**src/rtl/alu_pkg.sv**
```systemverilog
// Shared ALU definitions: operation codes used by the control decoder and the
// execute unit, plus the execute-unit FSM state type.
package alu_pkg;

    localparam logic [3:0] ALU_ADD   = 4'b0000;
    localparam logic [3:0] ALU_SUB   = 4'b0001;
    localparam logic [3:0] ALU_SLT   = 4'b0010;
    localparam logic [3:0] ALU_OR    = 4'b0011;
    localparam logic [3:0] ALU_AND   = 4'b0100;
    localparam logic [3:0] ALU_XOR   = 4'b0101;
    localparam logic [3:0] ALU_SLL   = 4'b0110;
    localparam logic [3:0] ALU_SRL   = 4'b0111;
    localparam logic [3:0] ALU_SRA   = 4'b1000;
    localparam logic [3:0] ALU_PASSB = 4'b1111;

    typedef enum logic {
        IDLE  = 1'b0,
        SHIFT = 1'b1
    } state_t;

    function automatic logic is_shift_op(input logic [3:0] ctl);
        return (ctl == ALU_SLL) || (ctl == ALU_SRL) || (ctl == ALU_SRA);
    endfunction

endpackage

```
**src/rtl/alu_shifter.sv**
```systemverilog
// Iterative shifter: moves the working register one bit per cycle until the
// loaded count is exhausted; done is high in the cycle of the final step.
module alu_shifter #(
    parameter int XLEN = 32,
    parameter int SHW  = $clog2(XLEN)
) (
    input  logic            clk,
    input  logic            reset,
    input  logic            start,
    input  logic [XLEN-1:0] op_a,
    input  logic [SHW-1:0]  shamt,
    input  logic            dir,
    input  logic            arith,
    output logic            busy,
    output logic            done,
    output logic [XLEN-1:0] value
);

    logic [XLEN-1:0] work_q, work_d;
    logic [SHW-1:0]  cnt_q, cnt_d;
    logic            dir_q, dir_d;
    logic            arith_q, arith_d;
    logic [XLEN-1:0] shifted;

    // dir = 1 shifts right; arith replicates the sign bit on right shifts
    assign shifted = dir_q ? {arith_q & work_q[XLEN-1], work_q[XLEN-1:1]}
                           : {work_q[XLEN-2:0], 1'b0};

    assign busy  = (cnt_q != '0);
    assign done  = (cnt_q == SHW'(1));
    assign value = shifted;

    always_comb begin
        work_d  = work_q;
        cnt_d   = cnt_q;
        dir_d   = dir_q;
        arith_d = arith_q;
        if (start) begin
            work_d  = op_a;
            cnt_d   = shamt;
            dir_d   = dir;
            arith_d = arith;
        end else if (busy) begin
            work_d = shifted;
            cnt_d  = cnt_q - SHW'(1);
        end
    end

    always_ff @(posedge clk or posedge reset) begin
        if (reset) begin
            work_q  <= '0;
            cnt_q   <= '0;
            dir_q   <= 1'b0;
            arith_q <= 1'b0;
        end else begin
            work_q  <= work_d;
            cnt_q   <= cnt_d;
            dir_q   <= dir_d;
            arith_q <= arith_d;
        end
    end

endmodule

```
**src/rtl/alu_exec_unit.sv**
```systemverilog
// Execute-stage ALU: single-cycle arithmetic/logic ops, iterative shifts, with
// registered result and flags held under a valid/ready output handshake.
module alu_exec_unit
    import alu_pkg::*;
#(
    parameter int XLEN = 32
) (
    input  logic            clk,
    input  logic            reset,
    input  logic            in_valid,
    output logic            in_ready,
    input  logic [3:0]      alu_ctl,
    input  logic [XLEN-1:0] op_a,
    input  logic [XLEN-1:0] op_b,
    output logic            out_valid,
    input  logic            out_ready,
    output logic [XLEN-1:0] result,
    output logic            zero,
    output logic            lt,
    output logic            illegal
);

    localparam int SHW = $clog2(XLEN);

    state_t          state_q, state_d;
    logic            out_valid_q, out_valid_d;
    logic [XLEN-1:0] result_q, result_d;
    logic            zero_q, zero_d;
    logic            lt_q, lt_d;
    logic            illegal_q, illegal_d;

    logic [SHW-1:0]  shamt;
    logic            accept;
    logic            sh_start;
    logic            sh_busy;
    logic            sh_done;
    logic [XLEN-1:0] sh_value;
    logic            lt_calc;
    logic            legal;
    logic [XLEN-1:0] alu_res;

    assign shamt    = op_b[SHW-1:0];
    assign lt_calc  = $signed(op_a) < $signed(op_b);
    assign in_ready = (state_q == IDLE) && !sh_busy && (!out_valid_q || out_ready) && !reset;
    assign accept   = in_valid && in_ready;
    assign sh_start = accept && is_shift_op(alu_ctl) && (shamt != '0);

    // Shifts by zero fall through here as a single-cycle pass of op_a
    always_comb begin
        alu_res = '0;
        legal   = 1'b1;
        case (alu_ctl)
            ALU_ADD:   alu_res = op_a + op_b;
            ALU_SUB:   alu_res = op_a - op_b;
            ALU_SLT:   alu_res = {{(XLEN-1){1'b0}}, lt_calc};
            ALU_OR:    alu_res = op_a | op_b;
            ALU_AND:   alu_res = op_a & op_b;
            ALU_XOR:   alu_res = op_a ^ op_b;
            ALU_SLL,
            ALU_SRL,
            ALU_SRA:   alu_res = op_a;
            ALU_PASSB: alu_res = op_b;
            default: begin
                alu_res = '0;
                legal   = 1'b0;
            end
        endcase
    end

    alu_shifter #(
        .XLEN (XLEN),
        .SHW  (SHW)
    ) u_shifter (
        .clk   (clk),
        .reset (reset),
        .start (sh_start),
        .op_a  (op_a),
        .shamt (shamt),
        .dir   (alu_ctl != ALU_SLL),
        .arith (alu_ctl == ALU_SRA),
        .busy  (sh_busy),
        .done  (sh_done),
        .value (sh_value)
    );

    always_comb begin
        state_d     = state_q;
        out_valid_d = out_valid_q;
        result_d    = result_q;
        zero_d      = zero_q;
        lt_d        = lt_q;
        illegal_d   = illegal_q;
        if (out_ready) begin
            out_valid_d = 1'b0;
        end
        if (state_q == IDLE) begin
            // An accept implies the old result is consumed this edge, so
            // overwriting the flags here never disturbs a held output.
            if (sh_start) begin
                state_d   = SHIFT;
                lt_d      = lt_calc;
                illegal_d = 1'b0;
            end else if (accept) begin
                result_d    = alu_res;
                zero_d      = (alu_res == '0);
                lt_d        = lt_calc;
                illegal_d   = !legal;
                out_valid_d = 1'b1;
            end
        end else if (sh_done) begin
            state_d     = IDLE;
            result_d    = sh_value;
            zero_d      = (sh_value == '0);
            out_valid_d = 1'b1;
        end
    end

    always_ff @(posedge clk or posedge reset) begin
        if (reset) begin
            state_q     <= IDLE;
            out_valid_q <= 1'b0;
            result_q    <= '0;
            zero_q      <= 1'b0;
            lt_q        <= 1'b0;
            illegal_q   <= 1'b0;
        end else begin
            state_q     <= state_d;
            out_valid_q <= out_valid_d;
            result_q    <= result_d;
            zero_q      <= zero_d;
            lt_q        <= lt_d;
            illegal_q   <= illegal_d;
        end
    end

    assign out_valid = out_valid_q;
    assign result    = result_q;
    assign zero      = zero_q;
    assign lt        = lt_q;
    assign illegal   = illegal_q;

endmodule
```
**config.mk**
```make
export PLATFORM = sky130hd
export DESIGN_NAME = alu_exec_unit
export DESIGN_NICKNAME = d
export VERILOG_FILES = /design/src/rtl/alu_pkg.sv /design/src/rtl/alu_shifter.sv /design/src/rtl/alu_exec_unit.sv
export SDC_FILE = /design/constraint.sdc
export NUM_CORES = 1
export LEC_CHECK = 0
export CORE_ASPECT_RATIO = 1.75
export CORE_MARGIN = 2
export CORE_UTILIZATION = 60
export DETAILED_ROUTE_END_ITERATION = 12
export DONT_BUFFER_PORTS = 1
export GPL_TIMING_DRIVEN = 0
export PLACE_DENSITY = 0.88
export SLEW_MARGIN = 0
export SYNTH_ARGS = -nofsm -noshare
export SYNTH_HDL_FRONTEND = slang
export SYNTH_HIERARCHICAL = 1
export SYNTH_SLANG_ARGS = --single-unit
```
**constraint.sdc**
```tcl
create_clock -name clk -period 4.15 [get_ports clk]
set_clock_uncertainty 0.1 [all_clocks]
set_input_delay 0.6225 -clock clk [delete_from_list [all_inputs] [get_ports clk]]
set_output_delay 0.6225 -clock clk [all_outputs]
set_load 0.005 [all_outputs]
```
==> results.sh <==
export IMPL_status="finished clean"
export IMPL_rsz0062_at_grt="true"
export IMPL_cts_tree="yes"
export IMPL_maxCapViolCount=0
export IMPL_netlist_instances=1389
export IMPL_drtIter0Drc=1577
export IMPL_vias=12300
export IMPL_first_global_vias=12000
export IMPL_fillers=1445
export IMPL_cts_hold_buf=0
export IMPL_syn_area_per_cell_um2=7.52
export IMPL_fin_crit_ns=4.14
export IMPL_crit_path_end_kind="flip-flop"
export IMPL_yosysMostFrequentCell="a21oi_1"
export IMPL_slew_headroom_pct=8.39
export IMPL_max_clock_freq_mhz=242
export IMPL_grt_overflow_total=0
export IMPL_slew_viol_final=0
export IMPL_dieArea_mm2=0.0185
export IMPL_min_path_type="input pin to asynchronous set/reset pin"
export IMPL_synth_top_area_share_pct=18.2
export IMPL_critPathArrivalTime_ns=4.33
export IMPL_critPathKind="flip-flop to flip-flop"
export IMPL_initial_core_util_pct=61.4
export IMPL_firstDrtPassIters=6
export IMPL_cts_sinks=76
export IMPL_routed_wirelength_mm=48.0
export IMPL_cp_max_fo=8
export IMPL_period_share_pct=99.8
export IMPL_utilization_pct=67.2
export IMPL_drive_above_1_share_pct=12.4
export IMPL_hold_violations=0
export IMPL_cts_buffers=9
export IMPL_synthArstFlopShare_pct=100
export IMPL_antenna_cells=0
export IMPL_yosysTopAreaCell="dfrtp_1"
export IMPL_required_ns=4.34
export IMPL_synth_ff_type="dfrtp_1"
export IMPL_gp_congestion=1.10
export IMPL_grt_usage_pct=49.6
export IMPL_setup_violations_final=0
export IMPL_core_area_mm2=0.0170
export IMPL_fin_nets=1595
export IMPL_fin_tns_setup_ns=0
export IMPL_netlist_area_mm2=0.0104
export IMPL_ir_worst_vdd_mv=0.350
export IMPL_cts_buffer_depth=2
export IMPL_rows=63
export IMPL_dp_hpwl_mm=36.3
export IMPL_wl_per_cell_um=29.2
export IMPL_vias_per_cell=7.51
export IMPL_synth_common_cells="132 x a21oi_1, 123 x nor2_1, 121 x nand2_1"
export IMPL_synth_top_cells_by_area="dfrtp_1 18%, ha_1 13%, a21oi_1 6.3%"
export IMPL_worst_pin_slew_ns=1.37
export IMPL_cts_htree_levels=3
export IMPL_port_buffers=0
export IMPL_grt_pass1_wl_mm=69.6
export IMPL_pre_cts_slack_ns=-1.25
export IMPL_area_growth_pct=9.55
export IMPL_antenna_found_initial=0
export IMPL_p_per_area_mw_per_mm2=400
export IMPL_path_clk_slew_ns=0.07
export IMPL_ys_seq_area_share_pct=18.2
export IMPL_fp_dieW_um=104
export IMPL_grt_start_max_net_pins=40
export IMPL_synth_distinct_cells=85
export IMPL_yosys_warnings=6
export IMPL_synth_edf_count=0
export IMPL_postSynthNetCount=1573
export IMPL_cts_root_buf="clkbuf_16"
export IMPL_yosys_register_bits=76
export IMPL_ant_nets=0
export IMPL_clock_latency_ns=0.36
export IMPL_fp_dieH_um=179
export IMPL_cp_start_kind="flip-flop"
export IMPL_io_pins=109
export IMPL_whs_ns=0.186
export IMPL_drc_errors=0
export IMPL_leakage_nw=5.28
export IMPL_layout_setup_ws_ns=0.00988
registers in the layout, indices dropped and copies added, names as in the netlist:
| register | cells |
|---|---|
| illegal | 1 |
| state_q | 1 |
| result | 32 |
| u_shifter/work_q | 32 |
| zero | 1 |
| u_shifter/cnt_q | 5 |
| lt | 1 |
| out_valid | 1 |
| u_shifter/dir_q | 1 |
| u_shifter/arith_q | 1 |
stage by stage:
stage	area [um2]	total power, mW	instances
6_report	11400	4.58	1643
5_1_grt	11400	4.71	1643
4_1_cts	11200	4.27	1637
3_5_place_dp	10800	3.40	1618
3_3_place_gp	10700	3.32	1616
2_1_floorplan	10400	2.76	1389
cell type report:
cell class	count	area (um2)	share of cell area [%]
flip-flops and latches	76	1900	16.6
clock inverters	7	73.8	0.645
plain buffers	84	383	3.35
multi-input cells	1118	8040	70.3
clock buffers	9	225	1.97
repair buffers	17	125	1.09
well taps	227	284	2.48
inverters	105	408	3.56
logic make-up (layout without fill, tap and decap cells):
logic type | after synthesis | in the layout | share of synthesized area (%)
adder cells (fa/ha/maj) | 112 | 112 | 13.6
multiplexers | 94 | 94 | 9.47
XOR/XNOR | 10 | 10 | 0.838
AND/OR/NAND/NOR | 424 | 424 | 19.9
buffers and inverters | 195 | 222 | 7.41
flip-flops | 76 | 76 | 18.2
AO/OA/AOI/OAI | 478 | 478 | 30.7
metal layers:
| layer | track usage (%) | routed length, um | part of all wire [%] |
|---|---|---|---|
| met5 | 0 | 0 | 0 |
| met4 | 53.7 | 6510 | 14 |
| met3 | 12.6 | 5110 | 11 |
| met2 | 81.3 | 21300 | 44 |
| met1 | 49.1 | 15100 | 31 |
placed cells by master (no fill, tap or decap), types with 9 or more instances in the layout:
| master | count |
|---|---|
| a211o_1 | 10 |
| a21o_1 | 15 |
| a21oi_1 | 126 |
| a221o_1 | 18 |
| a221oi_1 | 14 |
| a22oi_1 | 14 |
| a31oi_1 | 9 |
| and2_1 | 11 |
| and3_1 | 9 |
| buf_2 | 13 |
| buf_4 | 17 |
| clkbuf_1 | 50 |
| clkbuf_16 | 9 |
| clkbuf_2 | 13 |
| dfrtp_1 | 76 |
| ha_1 | 108 |
| inv_1 | 99 |
| mux2_2 | 39 |
| mux2i_1 | 55 |
| nand2_1 | 121 |
| nand3_1 | 18 |
| nand4_1 | 16 |
| nor2_1 | 123 |
| nor2b_1 | 16 |
| nor3_1 | 24 |
| nor4_1 | 18 |
| o211ai_1 | 13 |
| o21a_1 | 12 |
| o21ai_0 | 75 |
| o21ai_1 | 31 |
| o31ai_1 | 19 |
| or2_2 | 12 |
| xnor2_1 | 9 |
worst max-delay path, cell delays in order (launching register included):
cell and delay (ns):
dfrtp_1 0.42, inv_2 0.11, ha_4 0.15, nor4b_4 0.25, bufinv_8 0.27, nor3_4 0.18, nand3_2 0.14, o21ai_4 0.15
nor2_1 0.09, nand4b_1 0.19, or4_1 0.52, or4b_4 0.58, nor4_4 0.16, nand4_1 0.13, nor4_1 0.36, a31o_2 0.25
final timing paths:
check | from | endpoint | slack, ns | cells after the start
max in group asynchronous | reset | u_shifter/work_q[25]$_DFFE_PP0P_ | 3.16 | 1
hold reg to reg | u_shifter/arith_q$_DFFE_PP0P_ | u_shifter/arith_q$_DFFE_PP0P_ | 0.42 | 1
setup / recovery | u_shifter/cnt_q[1]$_DFFE_PP0P_ | zero$_DFFE_PP0P_ | 0.01 | 15
setup reg to reg | u_shifter/cnt_q[1]$_DFFE_PP0P_ | zero$_DFFE_PP0P_ | 0.01 | 15
hold / removal | reset | result[10]$_DFFE_PP0P_ | 0.19 | 1
min in group clk | op_a[4] | u_shifter/work_q[4]$_DFFE_PP0P_ | 0.30 | 2
power breakdown:
part	total (mW)	switching [mW]	internal [mW]	leakage, nW
clock network	0.813	0.344	0.469	0.146
logic	2.44	1.52	0.920	4.15
registers	1.33	0.287	1.04	0.978
total	4.58	2.15	2.43	5.28
repair_timing:
action                                 CTS  global route
endpoints found under the hold margin    0             0
pin swaps                                3             9
buffers inserted                         3            12
setup endpoints to repair               52            48
gates resized for setup                 21            68
No activity file was read; power rests on OpenSTA's default activity.
